$ cat config.mk
export PLATFORM = sky130hd
export DESIGN_NAME = newton_recip_iter
export DESIGN_NICKNAME = d
export VERILOG_FILES = /design/src/rtl/newton_recip_iter.sv
export SDC_FILE = /design/constraint.sdc
export NUM_CORES = 2
export LEC_CHECK = 0
export ABC_AREA = 1
export CORE_ASPECT_RATIO = 0.75
export CORE_MARGIN = 2
export CORE_UTILIZATION = 35
export DETAILED_ROUTE_END_ITERATION = 10
export PLACE_DENSITY_LB_ADDON = 0.15
export RECOVER_POWER = 100
export SYNTH_ARGS = -nofsm -noshare
export SYNTH_HDL_FRONTEND = slang
export SYNTH_SLANG_ARGS = --single-unit
$ cat constraint.sdc
create_clock -name clk -period 7.4 [get_ports clk]
set_input_delay 1.48 -clock clk [delete_from_list [all_inputs] [get_ports clk]]
set_output_delay 1.48 -clock clk [all_outputs]
set_load 0.03 [all_outputs]
$ cat src/rtl/newton_recip_iter.sv
// Sequential Newton-Raphson reciprocal: normalise, seed from ROM, refine x = x*(2 - m*x).
// Define NEWTON_RND_EN to round-to-nearest both multiplies instead of truncating.
module newton_recip_iter #(
    parameter int DATA_W = 16,
    parameter int FRAC_W = 16,
    parameter int ITER   = 2,
    parameter int ROM_AW = 3,
    parameter int SEED_W = 6
) (
    input  logic                           clk,
    input  logic                           rst,
    input  logic                           in_valid,
    output logic                           in_ready,
    input  logic [DATA_W-1:0]              in_data,
    output logic                           rom_rd_en,
    output logic [ROM_AW-1:0]              rom_addr,
    input  logic [SEED_W-1:0]              rom_dout,
    output logic                           out_valid,
    input  logic                           out_ready,
    output logic [FRAC_W+1:0]              out_mant,
    output logic [$clog2(DATA_W+1)-1:0]    out_exp,
    output logic                           out_dbz
);
    localparam int EXP_W = $clog2(DATA_W + 1);
    localparam int X_W   = FRAC_W + 2;
    localparam int PT_W  = DATA_W + X_W;
    localparam int PX_W  = 2 * X_W;

    localparam logic [2:0] S_IDLE = 3'd0;
    localparam logic [2:0] S_NORM = 3'd1;
    localparam logic [2:0] S_SEED = 3'd2;
    localparam logic [2:0] S_MULA = 3'd3;
    localparam logic [2:0] S_MULB = 3'd4;
    localparam logic [2:0] S_DONE = 3'd5;

    localparam logic [X_W-1:0] TWO = X_W'(1) << (FRAC_W + 1);
`ifdef NEWTON_RND_EN
    localparam logic [PT_W-1:0] RND_T = PT_W'(1) << (DATA_W - 1);
    localparam logic [PX_W-1:0] RND_X = PX_W'(1) << (FRAC_W - 1);
`else
    localparam logic [PT_W-1:0] RND_T = '0;
    localparam logic [PX_W-1:0] RND_X = '0;
`endif

    logic [2:0]        state_reg;
    logic [DATA_W-1:0] d_reg;
    logic [DATA_W-1:0] m_reg;
    logic [EXP_W-1:0]  exp_reg;
    logic [X_W-1:0]    x_reg;
    logic [X_W-1:0]    e_reg;
    logic [3:0]        iter_reg;
    logic              out_valid_reg;
    logic [X_W-1:0]    out_mant_reg;
    logic [EXP_W-1:0]  out_exp_reg;
    logic              out_dbz_reg;

    logic [EXP_W-1:0]  lz;
    logic [PT_W-1:0]   prod_t;
    logic [X_W-1:0]    t_val;
    logic [X_W-1:0]    e_next;
    logic [PX_W-1:0]   prod_x;
    logic [X_W+1:0]    x_full;
    logic [X_W-1:0]    x_next;
    logic [X_W-1:0]    x_seed;

    // Highest set bit wins, so scan upward and let later hits overwrite.
    always_comb begin
        lz = EXP_W'(DATA_W);
        for (int i = 0; i < DATA_W; i++) begin
            if (d_reg[i]) begin
                lz = EXP_W'(DATA_W - 1 - i);
            end
        end
    end

    always_comb begin
        prod_t = PT_W'(m_reg) * PT_W'(x_reg) + RND_T;
        t_val  = X_W'(prod_t >> DATA_W);
        e_next = (t_val >= TWO) ? '0 : (TWO - t_val);
        prod_x = PX_W'(x_reg) * PX_W'(e_reg) + RND_X;
        x_full = (X_W + 2)'(prod_x >> FRAC_W);
        x_next = (|x_full[X_W+1:X_W]) ? '1 : x_full[X_W-1:0];
        x_seed = X_W'(rom_dout) << (FRAC_W - SEED_W + 1);
    end

    always_ff @(posedge clk) begin
        if (rst) begin
            state_reg     <= S_IDLE;
            d_reg         <= '0;
            m_reg         <= '0;
            exp_reg       <= '0;
            x_reg         <= '0;
            e_reg         <= '0;
            iter_reg      <= '0;
            out_valid_reg <= 1'b0;
            out_mant_reg  <= '0;
            out_exp_reg   <= '0;
            out_dbz_reg   <= 1'b0;
        end else begin
            case (state_reg)
                S_IDLE: begin
                    if (in_valid) begin
                        if (in_data == '0) begin
                            state_reg     <= S_DONE;
                            out_valid_reg <= 1'b1;
                            out_mant_reg  <= '1;
                            out_exp_reg   <= '0;
                            out_dbz_reg   <= 1'b1;
                        end else begin
                            d_reg     <= in_data;
                            state_reg <= S_NORM;
                        end
                    end
                end
                S_NORM: begin
                    m_reg     <= d_reg << lz;
                    exp_reg   <= EXP_W'(DATA_W) - lz;
                    state_reg <= S_SEED;
                end
                S_SEED: begin
                    x_reg     <= x_seed;
                    iter_reg  <= '0;
                    state_reg <= S_MULA;
                end
                S_MULA: begin
                    e_reg     <= e_next;
                    state_reg <= S_MULB;
                end
                S_MULB: begin
                    x_reg    <= x_next;
                    iter_reg <= iter_reg + 4'd1;
                    if (iter_reg + 4'd1 == 4'(ITER)) begin
                        state_reg     <= S_DONE;
                        out_valid_reg <= 1'b1;
                        out_mant_reg  <= x_next;
                        out_exp_reg   <= exp_reg;
                        out_dbz_reg   <= 1'b0;
                    end else begin
                        state_reg <= S_MULA;
                    end
                end
                S_DONE: begin
                    if (out_ready) begin
                        state_reg     <= S_IDLE;
                        out_valid_reg <= 1'b0;
                        out_mant_reg  <= '0;
                        out_exp_reg   <= '0;
                        out_dbz_reg   <= 1'b0;
                    end
                end
                default: state_reg <= S_IDLE;
            endcase
        end
    end

    assign in_ready  = (state_reg == S_IDLE);
    assign rom_rd_en = (state_reg == S_SEED);
    // Address is forced to 0 outside SEED so the ROM port is quiet between reads.
    assign rom_addr  = (state_reg == S_SEED) ? m_reg[DATA_W-2 -: ROM_AW] : '0;
    assign out_valid = out_valid_reg;
    assign out_mant  = out_mant_reg;
    assign out_exp   = out_exp_reg;
    assign out_dbz   = out_dbz_reg;

endmodule

---- After elaboration in Yosys (flattened, before gate mapping) ----
Index checks and enable logic that the tools add are counted.
cells by class
  equal/unequal tests ..................... 10
  $mul .................................... 2
  multiplexer cells ....................... 43
  reduce and logical (&&, ||, !) cells .... 8
  $add $sub $neg .......................... 3
  order comparisons ....................... 1
  shifts and indexed selects .............. 1
  bitwise logic cells ..................... 1
operators with widths
  operator                                        number
  2-to-1 mux 18 bit                               6
  2-to-1 mux 5 bit                                20
  one-hot mux 18 bit (3 select lines)             1
  multiplier 18 x 18 -> 36 bit                    1
  one-hot mux 18 bit (2 select lines)             1
  multiplier 16 x 18 -> 34 bit                    1
  >= comparator 18 bit (second input constant)    1
  one-hot mux 3 bit (6 select lines)              1
  subtractor 18 bit (first input constant)        1
  logical NOT 16 bit                              1
  left shift 16 x 5 -> 16 bit                     1
  2-to-1 mux 3 bit                                5
  one-hot mux 5 bit (3 select lines)              1
  one-hot mux 4 bit (2 select lines)              1
  == test 3 x 2 -> 1 bit (second input constant)  2
  == test 3 bit (second input constant)           2
  inequality test 2 bit (second input constant)   3
  one-hot mux 1 bit (3 select lines)              2
  2-to-1 mux 1 bit                                5
  AND reduction 5 bit                             1
  subtractor 5 bit (first input constant)         1
  adder 4 x 1 -> 4 bit (second input constant)    1
  == test 4 x 2 -> 1 bit (second input constant)  1
  == test 3 x 1 -> 1 bit (second input constant)  1
  other kinds (8)                                 8
word-level totals
  register bits after elaboration ......... 105
  output and inout bits ................... 30
  logic and storage cells ................. 80

---- Logic depth before layout (Yosys ltp) ----
  depth in word-level cells ............... 17
  depth in mapped cells ................... 33
  depth with buffers taken out ............ 31

---- Least setup slack after synthesis ----
Ideal clock, no wire load.
  path type ............................... flip-flop to flip-flop
  from .................................... register m_reg[7]
  to ...................................... register e_reg[16]
  path buffers ............................ 2
  setup time .............................. 0.132 ns
  slack ................................... 1.267 ns
  stages on the path, launching flop included .. 30
  data arrival time ....................... 6.001 ns
  cells stage by stage .................... dfxtp_1 -> clkbuf_1 -> clkbuf_1 -> nand2_1 -> fa_1 -> inv_1 -> fa_1 -> fa_1 -> fa_1 -> fa_1 -> inv_1 -> fa_1 -> inv_1 -> ha_1 -> nand2_1 -> nor2_1 -> inv_1 -> nor3_1 -> a21oi_1 -> xor2_1 -> ha_1 -> nand2_1 -> a21oi_4 -> inv_2 -> nor2_8 -> nand2_1 -> nand2_1 -> nand2_1 -> nand2_1 -> a21oi_2
between the ends
  longest elaborated chain between the ends .. 3
RTL lines
  element                                                           RTL line  RTL
  start: declaration                                                47        logic [DATA_W-1:0] m_reg;
  start signal: assignment                                          116       m_reg <= d_reg << lz;
  multiplier 16 x 18 -> 34 bit (*)                                  77        prod_t = PT_W'(m_reg) * PT_W'(x_reg) + RND_T;
  subtractor 18 bit / >= comparator 18 bit (equally long branches)  79        e_next = (t_val >= TWO) ? '0 : (TWO - t_val);
  2-to-1 mux 18 bit (*)                                             79
  end signal: assignment                                            126       e_reg <= e_next;
  end: declaration                                                  50        logic [X_W-1:0] e_reg;
Every way passes the cells marked *; elsewhere a longest branch is shown, timed or not.
A chain may end at the register's enable or synchronous reset.

---- Worst setup path after layout ----
  from .................................... register x_reg[6]
  to ...................................... register out_mant_reg[14], in the netlist out_mant[14]
between the ends
  longest elaborated chain between the ends .. 5
RTL lines
  element                                  RTL line  RTL
  start: declaration                       49        logic [X_W-1:0] x_reg;
  start signal: assignment                 121       x_reg <= x_seed;
  start signal: assignment                 130       x_reg <= x_next;
  multiplier 18 x 18 -> 36 bit (*)         80        prod_x = PX_W'(x_reg) * PX_W'(e_reg) + RND_X;
  OR reduction 2 bit                       82        x_next = (|x_full[X_W+1:X_W]) ? '1 : x_full[X_W-1:0];
  2-to-1 mux 18 bit (*)                    82
  2-to-1 mux 18 bit (*)                    132       if (iter_reg + 4'd1 == 4'(ITER)) begin
  one-hot mux 18 bit (3 select lines) (*)  100       case (state_reg)
  end signal: assignment                   135       out_mant_reg <= x_next;
  end: declaration                         53        logic [X_W-1:0] out_mant_reg;
Every way passes the cells marked *; elsewhere a longest branch is shown, timed or not. The select of a mux whose other input is x is not followed.

==> summary.md <==
| Metric | Value |
|---|---|
| Setup Buffers After CTS | 0 |
| Largest net degree at the start of global routing | roughly 70 |
| # rows | 86 |
| Total routed wirelength | approximately 76000 um |
| Wire per inst | about 17 um |
| Setup violators final | 0 |
| Vias | roughly 21000 |
| Met3 usage | approximately 2.8% |
| Initial antenna violation count | 1 |
| Buffers plus inverters on the worst setup path | 6 |
| Fin nets | around 4200 |
| Design area | roughly 0.028 mm2 |
| Critical Path Max Stage Delay | 0.68 ns |
| Share of cells above drive strength 1 | 4.51% |
| Actual transition at the worst max-transition pin | between 1 and 1.5 ns |
| Mapped Cells | ~3500 |
| Fin. Hold Viols | 0 |
| I/O Pins | between 50 and 60 |
| Leakage | around 15 nW |
| Vias in the first global route | about 22000 |
| Core footprint | 0.0732 mm2 |
| Mapped cell area | between 0.02 and 0.03 mm2 |
| Layout area overhead | 8.05% |
| Slowest stage cell, crit path | dfxtp_1 |
| RSZ-0062 raised after global routing | no |
| Clock transition at path regs | 0.08 ns |
| Final worst path period share | 93.8% |
| Die height | roughly 240 um |
| Core Util, Final | between 30% and 40% |
| Syn nets | approximately 4200 |
| Yosys reg bits | 105 |
| Worst vdd ir | approximately 110 uV |
| Minimum clock period | just under 7 ns |
| Setup TNS | 0 ns |
| DRT antenna net count | 0 |
| P per Cell Area | 112 mW/mm2 |
| Overall routing resource usage | 21.0% |
| Count of different cell masters after synthesis | between 50 and 60 |
| Vias/cell | approximately 4.8 |
| Dpl ws | between 0.2 and 0.25 ns |
| Register area share after synthesis | between 8 and 9% |
| Pre-antenna DRT Iters | 6 |
| Max_cap viols | 0 |
| Hold WS | approximately 0.47 ns |
| Met1 global-route usage | between 30% and 40% |
| Worst setup margin | 0.458 ns |
| Starting DRT DRC Count | 1543 |
| Total congestion overflow | 0 |
| WP data arrival | 7.17 ns |
| First-pass GRT wire length | about 120000 um |
| Full die area | around 0.076 mm2 |
| Post-route non-filler standard cell count | about 4500 |
| Crit path launch type | register |
| CTS tree | yes |
| Chip width | between 300 and 400 um |
| CP endpoint kind | register |
| Area after DPL | approximately 0.028 mm2 |
| Max FO, Critical Path | 15 |
| CTS resizes | 0 |
| RePlAce Congestion | roughly 0.9 |
| Hold_buf cts | 0 |
| Highest clock rate | ~0.14 GHz |
| Total Power | just over 3 mW |
| # DRC | 0 |
| Initial Util | about a third |
| Worst hold-check path type | register to register |
| CTS sink count | approximately 110 |
| # diodes | 0 |
| CP Data Required Time | around 7.6 ns |
| Critical path's top delay family | adder cells |
| Filler cell count | 7851 |
| Final Max Tran Viols | 0 |
| Clk root buf | clkbuf_16 |
| Worst skew pair latency | 0.39 ns |
| Status | completed |
| CTS buffer count | 9 |
| Clock Skews | roughly 0.019 ns |
| Worst slew margin | between 15 and 20% |
| Post-synth EDFFs | 0 |
| Gr busiest metal | met1 |
| Syn Area/Cell | 7.31 um2 |
| Setup Crit Path Kind | register to register |
| Yosys warning total | 0 |
| H-tree depth | 3 |
| Async set-reset flop share out of synthesis | 0% |
| CTS max path bufs | 2 |
| Synth Flop Type | dfxtp_1 |
| Detailed placer's ending HPWL | about 64000 um |
| GR Util met2 | a little under a third |
| Cell total after placement | about 4500 |
| IO buf count | between 50 and 60 |
## report_power, final
group | switching, mW | internal (mW)
Clock | 0.280 | 0.243
Combinational | 1.18 | 0.553
Sequential | 0.184 | 0.673
## layout make-up
cell class / instances / area, um2 / share of cell area [%]
multi-input combinational: 2339 / 19600 / 70.3
inverter: 898 / 3370 / 12.1
clock buffer: 9 / 225 / 0.810
tap: 968 / 1210 / 4.35
timing repair buffer: 143 / 1260 / 4.54
clock inverter: 7 / 78.8 / 0.283
sequential: 105 / 2110 / 7.57
## layer usage
| layer | up-vias | wire, um |
|---|---|---|
| met3 | 40 | 4300 |
| li1 | 10300 | - |
| met1 | 10500 | 39000 |
| met5 | - | 0 |
| met2 | 555 | 32300 |
| met4 | 0 | 680 |
## cell families after synthesis
group | synth area share [%]
AOI/OAI and AO/OA | 7.06
adders and majority gates | 47.3
buffers and inverters | 15.8
xor gates and xnor gates | 1.22
and+or+nand+nor | 20.4
DFF | 8.16
## synthesized netlist by cell type, drive strengths merged (6+ instances only)
library cell    n  area (um2)
nand2         972        3690
inv           897        3370
fa            475        9510
ha            214        2680
a21oi         183         946
clkbuf        153         574
nand3         139         728
nor2          128         542
dfxtp         105        2100
o21ai          96         488
buf            25         118
xor2           19         174
xnor2          16         140
nand4          15        93.8
nor3           15        75.1
o21bai         11        93.8
a21o           10        75.1
nor4            9        56.3
o211ai          7        52.6
o21a            6        45.0
## worst paths after layout
kind / endpoint / cells past startpoint / startpoint / slack, ns
setup reg to reg: out_mant[14]$_SDFFE_PP0P_ / 27 / x_reg[6]$_SDFFE_PP0P_ / 0.46
hold reg to reg: out_valid$_SDFFE_PP0P_ / 2 / out_valid$_SDFFE_PP0P_ / 0.47
setup / recovery: out_mant[14]$_SDFFE_PP0P_ / 27 / x_reg[6]$_SDFFE_PP0P_ / 0.46
hold / removal: out_valid$_SDFFE_PP0P_ / 2 / out_valid$_SDFFE_PP0P_ / 0.47
## layout by cell type (no fill, tap or decap), types with 3 or more instances in the layout
cell type / netlist / routed
nand2_2: 12 / 12
fa_1: 475 / 475
a21o_1: 10 / 10
nor2_1: 115 / 115
nand3_2: 4 / 4
clkbuf_16: 0 / 9
nor4_1: 9 / 9
xnor2_1: 16 / 16
o21ai_1: 8 / 6
nor2_4: 3 / 3
inv_1: 889 / 890
ha_1: 214 / 214
o21ai_0: 86 / 89
nand3b_1: 3 / 3
nor2_2: 9 / 9
inv_2: 8 / 7
clkdlybuf4s50_1: 0 / 23
nand2_1: 958 / 958
a221oi_1: 4 / 4
a21oi_1: 177 / 178
dfxtp_2: 0 / 3
dfxtp_1: 105 / 102
nor3_1: 15 / 14
xor2_1: 18 / 18
buf_12: 0 / 5
o21bai_1: 10 / 10
buf_4: 2 / 81
o21a_1: 6 / 6
dlygate4sd3_1: 0 / 31
a21oi_2: 5 / 5
a31oi_1: 3 / 4
o211ai_1: 7 / 7
nand3_1: 134 / 134
nand4_1: 15 / 15
## worst reg2reg max path: cells and delay by family (launching register included)
family	cells	cell delay (ns)
and+or+nand+nor	8	0.79
DFF	1	0.68
buffers and inverters	6	0.82
AOI/OAI and AO/OA	6	1.31
adders and majority gates	7	3.19
Power figures use the tool's default switching activity.
